==> src/rtl/rv2t_timer_bank.sv <==
// rv2t_timer_bank: prescaled 64-bit mtime plus NUM_CH compare channels.
// Registered bus reads; an MTIME_LO read snapshots the upper half.
module rv2t_timer_bank #(
    parameter int XLEN          = 32,
    parameter int NUM_CH        = 4,
    parameter int PRESCALE_BITS = 16
) (
    input  logic              clk,
    input  logic              reset_n,
    input  logic              wr_en,
    input  logic [5:0]        wr_addr,
    input  logic [XLEN-1:0]   wr_data,
    input  logic              rd_en,
    input  logic [5:0]        rd_addr,
    output logic [XLEN-1:0]   rd_data,
    output logic [NUM_CH-1:0] irq,
    output logic              irq_any
);

    logic [63:0]              r_mtime;
    logic [31:0]              r_shadow;
    logic [PRESCALE_BITS-1:0] r_pcnt;
    logic [PRESCALE_BITS-1:0] r_prescale;
    logic                     r_ten;
    logic [63:0]              r_cmp    [NUM_CH];
    logic [XLEN-1:0]          r_period [NUM_CH];
    logic [NUM_CH-1:0]        r_chen;
    logic [NUM_CH-1:0]        r_per;
    logic [NUM_CH-1:0]        r_pend;
    logic [XLEN-1:0]          r_rd_data;

    logic              w_wr_mlo;
    logic              w_wr_mhi;
    logic              w_wr_psc;
    logic              w_wr_ctrl;
    logic              w_tick;
    logic [3:0]        w_wch;
    logic [3:0]        w_rch;
    logic              w_wch_ok;
    logic              w_rch_ok;
    logic [NUM_CH-1:0] w_wsel;
    logic [NUM_CH-1:0] w_match;
    logic [XLEN-1:0]   w_rdv;

    assign w_wr_mlo  = wr_en && (wr_addr == 6'd0);
    assign w_wr_mhi  = wr_en && (wr_addr == 6'd1);
    assign w_wr_psc  = wr_en && (wr_addr == 6'd2);
    assign w_wr_ctrl = wr_en && (wr_addr == 6'd3);

    // A PRESCALE write restarts the divider and suppresses this cycle's tick.
    assign w_tick = r_ten && !w_wr_psc && (r_pcnt == r_prescale);

    // Channel c occupies words 4+4c .. 7+4c.
    assign w_wch    = wr_addr[5:2] - 4'd1;
    assign w_rch    = rd_addr[5:2] - 4'd1;
    assign w_wch_ok = (wr_addr[5:2] != 4'd0) && (32'(w_wch) < NUM_CH);
    assign w_rch_ok = (rd_addr[5:2] != 4'd0) && (32'(w_rch) < NUM_CH);

    always_comb begin
        w_wsel  = '0;
        w_match = '0;
        for (int c = 0; c < NUM_CH; c++) begin
            w_wsel[c]  = wr_en && w_wch_ok && (w_wch == 4'(c));
            w_match[c] = r_chen[c] && !r_pend[c] && (r_mtime >= r_cmp[c]);
        end
    end

    always_ff @(posedge clk) begin
        if (!reset_n) begin
            r_pcnt     <= '0;
            r_prescale <= '0;
            r_ten      <= 1'b0;
        end else begin
            if (w_wr_psc)
                r_prescale <= wr_data[PRESCALE_BITS-1:0];
            if (w_wr_ctrl)
                r_ten <= wr_data[0];
            if (!r_ten || w_wr_psc || w_tick)
                r_pcnt <= '0;
            else
                r_pcnt <= r_pcnt + 1'b1;
        end
    end

    always_ff @(posedge clk) begin
        if (!reset_n) begin
            r_mtime  <= '0;
            r_shadow <= '0;
        end else begin
            if (w_wr_mlo || w_wr_mhi) begin
                if (w_wr_mlo)
                    r_mtime[31:0] <= wr_data[31:0];
                if (w_wr_mhi)
                    r_mtime[63:32] <= wr_data[31:0];
            end else if (w_tick) begin
                r_mtime <= r_mtime + 64'd1;
            end
            if (rd_en && (rd_addr == 6'd0))
                r_shadow <= r_mtime[63:32];
        end
    end

    always_ff @(posedge clk) begin
        if (!reset_n) begin
            for (int c = 0; c < NUM_CH; c++) begin
                r_cmp[c]    <= '0;
                r_period[c] <= '0;
            end
            r_chen <= '0;
            r_per  <= '0;
            r_pend <= '0;
        end else begin
            for (int c = 0; c < NUM_CH; c++) begin
                // A compare write overrides any match in the same cycle.
                if (w_wsel[c] && (wr_addr[1] == 1'b0)) begin
                    if (wr_addr[0])
                        r_cmp[c][63:32] <= wr_data[31:0];
                    else
                        r_cmp[c][31:0] <= wr_data[31:0];
                    r_pend[c] <= 1'b0;
                end else begin
                    if (w_match[c]) begin
                        r_pend[c] <= 1'b1;
                        if (r_per[c])
                            r_cmp[c] <= r_cmp[c] + 64'(r_period[c]);
                        else
                            r_chen[c] <= 1'b0;
                    end
                    if (w_wsel[c] && (wr_addr[1:0] == 2'd2))
                        r_period[c] <= wr_data;
                    if (w_wsel[c] && (wr_addr[1:0] == 2'd3)) begin
                        r_chen[c] <= wr_data[0];
                        r_per[c]  <= wr_data[1];
                        if (wr_data[2] && !w_match[c])
                            r_pend[c] <= 1'b0;
                    end
                end
            end
        end
    end

    always_comb begin
        w_rdv = '0;
        case (rd_addr)
            6'd0:    w_rdv = XLEN'(r_mtime[31:0]);
            6'd1:    w_rdv = XLEN'(r_shadow);
            6'd2:    w_rdv = XLEN'(r_prescale);
            6'd3:    w_rdv = XLEN'(r_ten);
            default: begin
                for (int c = 0; c < NUM_CH; c++) begin
                    if (w_rch_ok && (w_rch == 4'(c))) begin
                        case (rd_addr[1:0])
                            2'd0: w_rdv = XLEN'(r_cmp[c][31:0]);
                            2'd1: w_rdv = XLEN'(r_cmp[c][63:32]);
                            2'd2: w_rdv = r_period[c];
                            default: w_rdv = XLEN'({r_pend[c], r_per[c], r_chen[c]});
                        endcase
                    end
                end
            end
        endcase
    end

    always_ff @(posedge clk) begin
        if (!reset_n)
            r_rd_data <= '0;
        else if (rd_en)
            r_rd_data <= w_rdv;
    end

    assign rd_data = r_rd_data;
    assign irq     = r_pend;
    assign irq_any = |r_pend;

endmodule

==> config.mk <==
export PLATFORM = sky130hd
export DESIGN_NAME = rv2t_timer_bank
export DESIGN_NICKNAME = d
export VERILOG_FILES = /design/src/rtl/rv2t_timer_bank.sv
export SDC_FILE = /design/constraint.sdc
export NUM_CORES = 2
export LEC_CHECK = 0
export BUFFER_PORTS_ARGS = -buffer_cell sky130_fd_sc_hd__clkbuf_2
export CAP_MARGIN = 20
export CORE_MARGIN = 5
export CORE_UTILIZATION = 50
export DETAILED_ROUTE_END_ITERATION = 12
export PLACE_DENSITY = 0.66
export SLEW_MARGIN = 20
export SYNTH_ARGS = -nofsm -noshare
export SYNTH_HDL_FRONTEND = slang
export SYNTH_SLANG_ARGS = --single-unit
==> constraint.sdc <==
create_clock -name clk -period 7.4 [get_ports clk]
set_input_delay 1.48 -clock clk [delete_from_list [all_inputs] [get_ports clk]]
set_output_delay 1.48 -clock clk [all_outputs]
set_load 0.01 [all_outputs]
**Word level (Yosys, flattened, before mapping)**

Memory sizes are Yosys's and may differ from the RTL's.
Index checks and enable logic that the tools add are counted.

- Register bits: 173
- Bits in writable memories: 384
- Bits of input ports: 48
- Output and inout bits: 37
- Word-level logic and storage cells: 287
- Memories kept: 2

Memory list:

| name | words | width | rd ports | clocked after Yosys merged registers in | wr ports | RTL line | RTL |
|---|---|---|---|---|---|---|---|
| r_cmp | 4 | 64 | 4 | 0 | 4 | 25 | `logic [63:0] r_cmp [NUM_CH];` |
| r_period | 4 | 32 | 4 | 0 | 4 | 26 | `logic [XLEN-1:0] r_period [NUM_CH];` |

- $add $sub $neg: 8
- Order comparisons: 6
- Equality and inequality tests: 23
- Mux-type cells: 120
- Bitwise logic cells: 26
- Reduce and logical (&&, ||, !) cells: 83

Operator list:

| operator | count |
|---|---|
| 32-bit two-way mux | 26 |
| 32-bit case mux with 3 select lines | 4 |
| 64-bit by 32-bit adder with 64-bit output | 4 |
| 64-bit >= comparator | 4 |
| 64-bit two-way mux | 2 |
| 32-bit case mux with 4 select lines | 1 |
| 1-bit two-way mux | 87 |
| 64-bit by 1-bit adder with 64-bit output, second input constant | 1 |
| 1-bit logical AND | 42 |
| 6-bit by 2-bit == test with 1-bit output, second input constant | 4 |
| 1-bit bitwise OR | 20 |
| 16-bit by 1-bit adder with 16-bit output, second input constant | 1 |
| 16-bit == test | 1 |
| 4-bit by 2-bit == test with 1-bit output, second input constant | 4 |
| 6-bit by 1-bit == test with 1-bit output, second input constant | 2 |
| 6-bit zero test | 2 |
| 2-bit AND reduction | 6 |
| 3-bit AND reduction | 4 |
| 1-bit zero test | 10 |
| 2-bit nonzero test | 5 |
| 2-bit OR reduction | 5 |
| 4-bit by 1-bit == test with 1-bit output, second input constant | 2 |
| 4-bit zero test | 2 |
| 4-bit by 3-bit < comparator with 1-bit output, second input constant | 2 |
| 10 further kinds | 25 |

**Depth between registers and ports, before layout**

- Depth after elaboration: 11
- Depth in mapped cells: 15
- Depth with buffers taken out: 13

**Least setup slack after synthesis**

OpenSTA, ideal clock, no wires.

- Kind: input-to-reg
- Start point: input wr_addr[5]
- End point: memory r_cmp[2][0] (enable)
- Library setup time: 0.466 ns
- Arrival: 4.819 ns
- Data required time: 6.934 ns
- Slack: 2.115 ns
- Stages on the path: 5
- Buffers on the path: 0
- Cells stage by stage: nor3b_1 nand3_1 or2_2 and2_1 o21ai_0

RTL lines:

| what | RTL line | RTL |
|---|---|---|
| start, declared | 11 | `input logic [5:0] wr_addr,` |
| end, declared | 25 |  |

==> flow_summary.json <==
{
  "outcome": "finished, final reports clean",
  "fin_util_pct": 55.4,
  "setup_viol": 0,
  "initial_core_util_pct": 50.5,
  "maxSlewHeadroom_pct": 17.1,
  "drv_slew": 0,
  "crit_chain": "ha_1, and4_1, nand2_1, nor4_1, o221ai_1, o211a_1, o21ai_1, nand2_2, o211ai_1, buf_4",
  "synth_top_flop_cell": "edfxtp_1",
  "fillCellCount": 8041,
  "start_kind": "flop",
  "cpPeakStageDelay_ps": 750,
  "ff_latch_area_sq_mm": 0.0150,
  "synthArstFlopShare_pct": 0,
  "multi_input_area_sq_mm": 0.0262,
  "endpoint_kind": "flop",
  "synth_top_cell_by_area": "edfxtp_1",
  "coreArea_sq_mm": 0.0854,
  "vias": 41500,
  "clkLatencyLatePin_ps": 670,
  "yosys_warnings": 0,
  "fin_setup_tns_ps": 0,
  "cts_resized": 0,
  "hold_path.class": "reg2reg",
  "io_buffers": 84,
  "drive_gt1_share_pct": 8.18,
  "routed_wirelength_mm": 186,
  "synth_edf_count": 384,
  "drc": 0,
  "path_max_fanout": 32,
  "fin_crit_ps": 5080,
  "cp.arrival_ps": 5350,
  "fmax_mhz": 197,
  "p_per_area_mw_per_mm2": 189,
  "rsz0062_at_grt": "no",
  "place_congestion": 1.09,
  "die_x_um": 304,
  "worst-path-buf-inv": 1,
  "grt_pass1_vias": 37500,
  "hold_viol": 0,
  "cts_hold_buffers": 0,
  "track_usage_pct": 38.4,
  "fin_nets": 5427,
  "antenna_left": 0,
  "grt_start_max_net_pins": 101,
  "ios": 85,
  "hpwl_mm": 134,
  "synth_area_leaders": "edfxtp_1, ha_1, dfxtp_1, nand2_1, o21ai_0",
  "yosys-top-cells-count": "nand2_1, o21ai_0, ha_1, edfxtp_1, inv_1",
  "p_leak_nw": 19.3,
  "slowest_stage": "dfxtp_1",
  "final.setup_skew_ps": 29.8,
  "avgRoutedWirePerCell_um": 29.9,
  "ctsRootBufferMaster": "clkbuf_16",
  "yosysSeqAreaShare_pct": 34.7,
  "setup.worst_path.class": "reg2reg",
  "area_growth_pct": 9.51,
  "rows": 107,
  "cts.sinks": 557,
  "ir_worst_vdd_v": 0.000198,
  "synthDistinctLibCells": 88,
  "cts_inserted_buffers": 70,
  "tightest_slew_ps": 1230,
  "die_h_um": 304,
  "grt_overflow": 0,
  "post-cts-setup-buffers": 0,
  "maxCapViolations": 0,
  "syn_nets": 5442,
  "post-route-period-util_pct": 68.6,
  "netlist.area_leader.share_pct": 26.7,
  "synth_cells": 5004,
  "dr.pass1.iters": 7,
  "dieArea_sq_mm": 0.0923,
  "avgSynthCellArea_sq_um": 8.63,
  "path_delay_family": "simple AND/OR/NAND/NOR gates",
  "grt_pass1_wl_mm": 265,
  "htreeDepth": 3,
  "critPathRequiredTime_ps": 7670,
  "cts.clk_slew.worst_paths_ps": 60,
  "synth.cell_area_sq_mm": 0.0432,
  "cts_buffer_depth": 3,
  "tritoncts": "built",
  "synth_most_common_cell": "nand2_1",
  "vias_per_cell": 6.68,
  "synth_seq_cells": 557,
  "antenna_found_initial": 20,
  "drt_iter0_markers": 6002
}
## final timing paths
path                             startpoint                         end  slack [ps]  depth (start not counted)
setup / recovery   r_mtime[37]$_SDFFE_PN0P_  r_cmp[1][24]$_SDFFCE_PN0P_        2320                         10
hold reg to reg   r_shadow[31]$_SDFFE_PN0P_   r_shadow[31]$_SDFFE_PN0P_         470                          2
setup reg to reg   r_mtime[37]$_SDFFE_PN0P_  r_cmp[1][24]$_SDFFCE_PN0P_        2320                         10
hold / removal    r_shadow[31]$_SDFFE_PN0P_   r_shadow[31]$_SDFFE_PN0P_         470                          2
## layout make-up
cell class              count  share of cell area (%)
inverters                 305                    2.42
flip-flops and latches    557                    31.7
well taps                1144                    3.03
multi-input cells        3881                    55.5
clock buffers              93                    4.11
clock inverters            36                   0.728
diodes                     15                  0.0794
repair buffers            174                    2.43
## layout by cell type, fill, tap and decap left out, types with 87 or more instances in the layout
cell      Yosys  final
ha_1        386    386
nor2_1      230    219
edfxtp_1    384    384
and2_1      151    151
xnor2_1     200    200
a21oi_1     265    265
nor3_1       87     87
nand2_1     741    740
buf_4         0     88
nand3_1     113    113
inv_1       305    305
mux2i_1     136    136
o21ai_0     549    540
a21o_1      106    106
nand4_1      93     93
dfxtp_1     173    173
## per-layer routing
layer | GRT usage (%) | vias to the layer above | wire [um]
li1 | - | 18100 | -
met1 | 50.9 | 19700 | 70800
met2 | 54.3 | 2953 | 75000
met3 | 11.0 | 710 | 23900
met4 | 25.7 | 12 | 15900
met5 | 0 | - | 71
## per-stage QoR
step / hold slack, ps / setup WS, ps / power (W) / cell area [sq um] / instances
after CTS: 468 / 2160 / 0.00885 / 47200 / 6189
final: 467 / 2320 / 0.00891 / 47300 / 6205
after floorplan: 440 / 2120 / 0.00473 / 43200 / 5004
after detailed placement: 461 / 2190 / 0.00535 / 44900 / 6060
after global routing: 477 / 2260 / 0.00916 / 47200 / 6190
after global placement: 451 / 2350 / 0.00534 / 44900 / 6059
## flip-flops by register name (all words and copies together) (netlist names)
register	count
r_mtime	64
r_cmp	256
r_per	4
irq	4
r_ten	1
r_chen	4
r_prescale	16
rd_data	32
r_shadow	32
r_period	128
r_pcnt	16
## worst register-to-register path, stage by stage, from the launching register on
cell and delay (ps):
dfxtp_1 750, ha_1 260, and4_1 230, nand2_1 250, nor4_1 630, o221ai_1 250
o211a_1 210, o21ai_1 680, nand2_2 610, o211ai_1 270, buf_4 500
## power by group
| group | internal, W | switching, W |
|---|---|---|
| sequential | 0.00348 | 0.000207 |
| clock | 0.00201 | 0.00154 |
| combinational | 0.000585 | 0.00110 |
| total | 0.00607 | 0.00284 |
## kinds of logic after synthesis
group | synth area share (%)
AO/OA/AOI/OAI | 19.1
XOR/XNOR | 5.42
adder cells (fa/ha/maj) | 11.4
buffers and inverters | 4.95
flip-flops | 34.7
multiplexers | 5.71
AND/OR/NAND/NOR | 18.7
No activity file was read; power rests on OpenSTA's default activity.
